### config.mk
export PLATFORM = sky130hd
export DESIGN_NAME = cover_toggle_reporter
export DESIGN_NICKNAME = d
export VERILOG_FILES = /design/src/rtl/cover_pkg.sv /design/src/rtl/cover_rr_pick.sv /design/src/rtl/cover_toggle_reporter.sv
export SDC_FILE = /design/constraint.sdc
export NUM_CORES = 1
export LEC_CHECK = 0
export BUFFER_PORTS_ARGS = -buffer_cell sky130_fd_sc_hd__buf_2
export CORE_MARGIN = 3
export CORE_UTILIZATION = 60
export DETAILED_ROUTE_END_ITERATION = 10
export MAX_ROUTING_LAYER = met4
export PLACE_DENSITY = 0.86
export RECOVER_POWER = 25
export SYNTH_ARGS = -nofsm -noshare
export SYNTH_HDL_FRONTEND = slang
export SYNTH_HIERARCHICAL = 1
export SYNTH_SLANG_ARGS = --single-unit
### constraint.sdc
create_clock -name clock -period 61 [get_ports clock]
set_clock_uncertainty 0.1 [all_clocks]
set_input_delay 6.1 -clock clock [delete_from_list [all_inputs] [get_ports clock]]
set_output_delay 6.1 -clock clock [all_outputs]
set_load 0.005 [all_outputs]
### src/rtl/cover_pkg.sv
// Shared helpers for toggle-coverage blocks: cover point encoding, default index width, popcount.
package cover_pkg;

    localparam int IDX_W_DEF = 32;
    localparam int POP_MAX   = 1024;

    function automatic int pt_rise(input int i);
        return 2 * i;
    endfunction

    function automatic int pt_fall(input int i);
        return 2 * i + 1;
    endfunction

    // Callers zero-extend their vector to POP_MAX bits before calling.
    function automatic int popcount(input logic [POP_MAX-1:0] v);
        int n;
        n = 0;
        for (int k = 0; k < POP_MAX; k++)
            if (v[k]) n++;
        return n;
    endfunction

endpackage

### src/rtl/cover_rr_pick.sv
// Combinational round-robin priority encoder: first set req bit at or above ptr, else first set bit overall.
module cover_rr_pick #(
    parameter int N  = 88,
    parameter int PW = $clog2(N)
) (
    input  logic [N-1:0]  req,
    input  logic [PW-1:0] ptr,
    output logic          gnt_valid,
    output logic [PW-1:0] gnt_idx
);

    logic          hi_found, lo_found;
    logic [PW-1:0] hi_idx, lo_idx;

    always_comb begin
        hi_found = 1'b0;
        lo_found = 1'b0;
        hi_idx   = '0;
        lo_idx   = '0;
        for (int k = 0; k < N; k++) begin
            if (!hi_found && req[k] && (PW'(k) >= ptr)) begin
                hi_found = 1'b1;
                hi_idx   = PW'(k);
            end
            if (!lo_found && req[k]) begin
                lo_found = 1'b1;
                lo_idx   = PW'(k);
            end
        end
    end

    // Upper half wins; the lower search only matters once the search wraps past N-1.
    assign gnt_valid = hi_found | lo_found;
    assign gnt_idx   = hi_found ? hi_idx : lo_idx;

endmodule

### src/rtl/cover_toggle_reporter.sv
// Toggle coverage monitor: detects per-bit rise/fall, records first hits sticky,
// and drains newly covered points one per cycle over a valid/ready channel.
module cover_toggle_reporter
    import cover_pkg::*;
#(
    parameter int WIDTH       = 44,
    parameter int COVER_INDEX = 0,
    parameter int IDX_W       = IDX_W_DEF,
    localparam int NPTS       = 2 * WIDTH,
    localparam int PW         = $clog2(NPTS),
    localparam int CW         = $clog2(NPTS + 1)
) (
    input  logic             clock,
    input  logic             reset,
    input  logic             enable,
    input  logic [WIDTH-1:0] sample,
    input  logic             clear,
    output logic             rpt_valid,
    input  logic             rpt_ready,
    output logic [IDX_W-1:0] rpt_index,
    output logic [CW-1:0]    hit_count,
    output logic             busy
);

    logic [WIDTH-1:0] prev;
    logic             primed;
    logic [NPTS-1:0]  covered, pending;
    logic [PW-1:0]    ptr;

    logic [NPTS-1:0]  events, new_hits, pick_oh;
    logic             gnt_valid, load;
    logic [PW-1:0]    gnt_idx;

    always_comb begin
        events = '0;
        for (int i = 0; i < WIDTH; i++) begin
            events[pt_rise(i)] = ~prev[i] &  sample[i];
            events[pt_fall(i)] =  prev[i] & ~sample[i];
        end
        if (!(enable && primed && !clear)) events = '0;
    end

    assign new_hits = events & ~covered;

    cover_rr_pick #(.N(NPTS), .PW(PW)) u_pick (
        .req      (pending),
        .ptr      (ptr),
        .gnt_valid(gnt_valid),
        .gnt_idx  (gnt_idx)
    );

    assign load = gnt_valid && (!rpt_valid || rpt_ready);

    always_comb begin
        pick_oh = '0;
        pick_oh[gnt_idx] = load;
    end

    assign busy = rpt_valid | (|pending);

    always_ff @(posedge clock or posedge reset) begin
        if (reset) begin
            prev      <= '0;
            primed    <= 1'b0;
            covered   <= '0;
            pending   <= '0;
            ptr       <= '0;
            rpt_valid <= 1'b0;
            rpt_index <= '0;
            hit_count <= '0;
        end else if (clear) begin
            // Drops any in-flight beat; handshakes and events this cycle are discarded.
            primed    <= 1'b0;
            covered   <= '0;
            pending   <= '0;
            ptr       <= '0;
            rpt_valid <= 1'b0;
            hit_count <= '0;
        end else begin
            if (enable) begin
                prev   <= sample;
                primed <= 1'b1;
            end
            covered   <= covered | new_hits;
            pending   <= (pending | new_hits) & ~pick_oh;
            hit_count <= hit_count + CW'(popcount(POP_MAX'(new_hits)));
            if (load) begin
                rpt_valid <= 1'b1;
                rpt_index <= IDX_W'(COVER_INDEX) + IDX_W'(gnt_idx);
                ptr       <= (gnt_idx == PW'(NPTS - 1)) ? '0 : gnt_idx + 1'b1;
            end else if (rpt_valid && rpt_ready) begin
                rpt_valid <= 1'b0;
            end
        end
    end

endmodule

==> results by group <==
STA
  – Final Hold Vio Count: 0
  – Tcrit/Tclk final: 0.960
  – Setup ws final: 2420 ps
  – Worst-margin pin slew: 4710 ps
  – Final critical-path required period: 58580 ps
  – Final setup viols: 0
  – Slew Limit Fails: approximately 110
  – Max Clk Rate: 0.0171 GHz
  – Max_slew headroom: -2.16

Setup path
  – Reg2reg end: hit_count[6]$_DFF_PP0_
  – Critical Path Sink Type: register
  – Reg-to-Reg Start: prev[0]$_DFFE_PP0P_
  – Reg2Reg Setup Slack: 7630 ps
  – Critical Path RT: about 60000 ps
  – CP max FO: 5
  – Worst path max stage delay: 350 ps
  – CP Launch Type: primary input
  – Cells on worst reg2reg path: 291
  – Worst Path Arrival: roughly 59000 ps
  – CP dominant cell by count: ha_1
  – CP Buf/Inv Count: 17
  – Slowest stage cell, crit path: ha_1
  – Crit-path leading delay family: adder cells
  – Crit Path Class: in2reg

Floorplanning
  – Core area: 45700 um^2
  – Die X: 222 um
  – Initial Utilization: 0.610
  – Die footprint: 49100 um^2
  – Row count: between 70 and 80
  – Ports: 90
  – Chip Height: 222 um

Drt
  – DR vias/cell: 6.72
  – Detailed Route WL: 90800 um
  – Remaining DRCs: 0
  – Initial drt markers: 3552
  – Final antenna-violating net count: 0
  – First-pass DRT Iterations: 6
  – Drt wl/cell: ~21 um
  – DR vias: 28600

GRT
  – First-pass GRT wire length: ~140000 um
  – Initial antenna violation count: 0
  – Vias in the first global route: 25800
  – Pin count of the biggest net entering global routing: around 150
  – GR Overflow Total: 0
  – Overall Global Routing Usage: 0.359

Final layout
  – Commonest non-fill, non-tap cell in the layout: nor2_1
  – Commonest cells after routing, fill and taps aside: nor2_1 (453), nand2_1 (312), dfrtp_1 (243)
  – Layout cells sized above 1: 0.127
  – Final nets: 3771
  – Layout Cells excl Fill: approximately 4200
  – Area Growth Syn to Fin: 9.80%

Clock network
  – CTS tree: done
  – H-tree depth: 1
  – Clock sink count: 243
  – Clk buf depth: 3
  – Clock Latency Late Sink: 600 ps
  – Reg clk slew, reported paths: 60 ps
  – Root buf cell: clkbuf_16
  – Num CTS Buffers: 30

Power and ir drop
  – PwrDens: 28.9 nW/um^2
  – Clock power share: 0.208
  – Peak VDD IR: 0.0321 mV
  – Comb power frac: 0.583
  – P_int: 0.463 mW
  – Sw frac: 0.477
  – P_sw: approximately 0.42 mW
  – Pleak: 12.8 nW
  – Seq pwr share: 0.209

Synthesis
  – Syn Std Cell Area: 27900 um^2
  – Synth Area in XOR/XNOR: 0.165
  – Ys Warns: 6
  – Netlist cell types: 125
  – Post-synthesis sequential area ratio: 0.218
  – Simple-gate share of the synthesized area: 0.282
  – Cells after Synth: 3555
  – Post-synthesis mux area share: 0.0285
  – Combinational family with the most area after synthesis: simple AND/OR/NAND/NOR gates
  – Top_reg_cell synth: dfrtp_1
  – Flop and latch count out of synthesis: roughly 240
  – Async SR Flop Fraction: 1.00
  – Post-synth EDFFs: 0
  – Synth Area in Compound Gates: 0.209
  – Adder-Cell Fraction of Synth Area: 0.0460
  – Avg Inst Size Synth: 7.84 um^2

Outcome
  – Failing checks: max-capacitance violations, max-slew violations
  – Status: complete, but fails checks

Place
  – Routability cong.: 1.06
  – Post-DP HPWL: 66600 um
  – Pre-CTS WS: -2100 ps
  – Placed cells: 4157
  – IO buf count: 64

Worst hold path
  – Worst min-delay path class: reg2reg
  – WHS Endpoint: covered[35]$_DFF_PP0_
  – Hold_sp: covered[35]$_DFF_PP0_
  – Worst hold stages: 2

Flow run
  – Max-cap violations: 1
-- worst reg2reg max path: cells and delay by family, from the launching register on --
| kind | cells | cell delay, ps |
|---|---|---|
| buffers and inverters | 17 | 1360 |
| XOR/XNOR | 11 | 1950 |
| multiplexers | 20 | 5030 |
| AO/OA/AOI/OAI | 73 | 10230 |
| AND/OR/NAND/NOR | 84 | 8700 |
| adder cells (fa/ha/maj) | 86 | 25480 |
| flip-flops | 1 | 430 |
-- power by group through the flow --
| stage | Clock, mW | Sequential (mW) | Combinational (mW) |
|---|---|---|---|
| 2_1_floorplan | 0 | 0.184 | 0.329 |
| 3_3_place_gp | 0 | 0.186 | 0.450 |
| 3_5_place_dp | 0 | 0.187 | 0.459 |
| 4_1_cts | 0.187 | 0.184 | 0.467 |
| 5_1_grt | 0.193 | 0.186 | 0.554 |
| 6_report | 0.184 | 0.185 | 0.515 |
-- synth_stat cells (26+ instances only) --
cell type	n	area, um^2
nand2_1	318	1190
o211ai_1	37	278
and2_1	41	257
buf_4	29	218
nor3b_1	31	233
o22ai_1	52	325
nor3_1	110	551
a21oi_1	139	696
xnor2_1	220	1930
a21o_1	26	195
xnor3_1	42	946
nor4_1	95	594
or4_1	27	203
a211oi_1	77	578
xor2_1	89	780
inv_1	182	683
and3_1	29	181
nand3_1	108	541
nor2b_1	39	244
buf_2	29	145
dfrtp_1	243	6080
o21ai_0	165	826
nand2b_1	67	419
a31oi_1	116	726
nor2_1	461	1730
mux2_2	45	507
clkbuf_1	73	274
ha_1	96	1200
or3_1	37	231
nand4_1	41	257
-- cell type report --
type | instances | area, um^2
antenna | 1 | 2.50
clock buffer | 42 | 887
clock inverter | 13 | 124
fill | 3791 | 15100
inverter | 187 | 703
multi-input combinational | 3002 | 21000
sequential | 243 | 6080
tap | 600 | 751
timing repair buffer | 161 | 1080
-- cell families after synthesis --
kind of cell    count (synthesis)
fa+ha+maj                     103
simple gates                 1538
xor+xnor                      398
buf+inv                       334
flops                         243
compound gates                866
other cells                     1
mux                            72
-- per-stage QoR --
step | total power [mW] | utilization | setup TNS [ps] | area [um^2] | hold slack (ps)
floorplan | 0.513 | - | 0 | 28000 | 345
finish | 0.884 | 0.670 | 0 | 30600 | 389
CTS | 0.838 | 0.657 | 0 | 30000 | 397
global route | 0.933 | 0.670 | -558 | 30600 | 411
global placement | 0.637 | 0.633 | 0 | 28900 | 368
detailed placement | 0.646 | 0.633 | -2690 | 28900 | 385
-- worst max-delay path by stage --
stage	from	end	slack, ps	cells after the start
2_1_floorplan	clear	hit_count[6]$_DFF_PP0_	60	301
3_3_place_gp	clear	hit_count[6]$_DFF_PP0_	30	289
3_5_place_dp	clear	hit_count[6]$_DFF_PP0_	-2100	291
4_1_cts	clear	hit_count[6]$_DFF_PP0_	20	291
5_1_grt	clear	hit_count[6]$_DFF_PP0_	-560	292
6_report	clear	hit_count[6]$_DFF_PP0_	2420	292
-- layer usage --
metal | global-route usage | vias up | share of wire
met5 | - | - | 0
met4 | 0.113 | 0 | 0.039
met3 | 0.0636 | 248 | 0.10
met2 | 0.541 | 1530 | 0.44
met1 | 0.495 | 13600 | 0.42
li1 | - | 13100 | -
-- registers in the layout, summed over array words and instances, names as in the netlist --
register and flops:
covered 88, hit_count 7, pending 88, prev 44
primed 1, ptr 7, rpt_index 7, rpt_valid 1
-- what timing repair did --
item,in CTS,in global routing
setup buffers,4,32
pin swaps,2,44
setup endpoints to repair,1,6
hold buffers,0,0
cloned,0,0
gates resized for setup,21,70
Power figures use the tool's default switching activity.
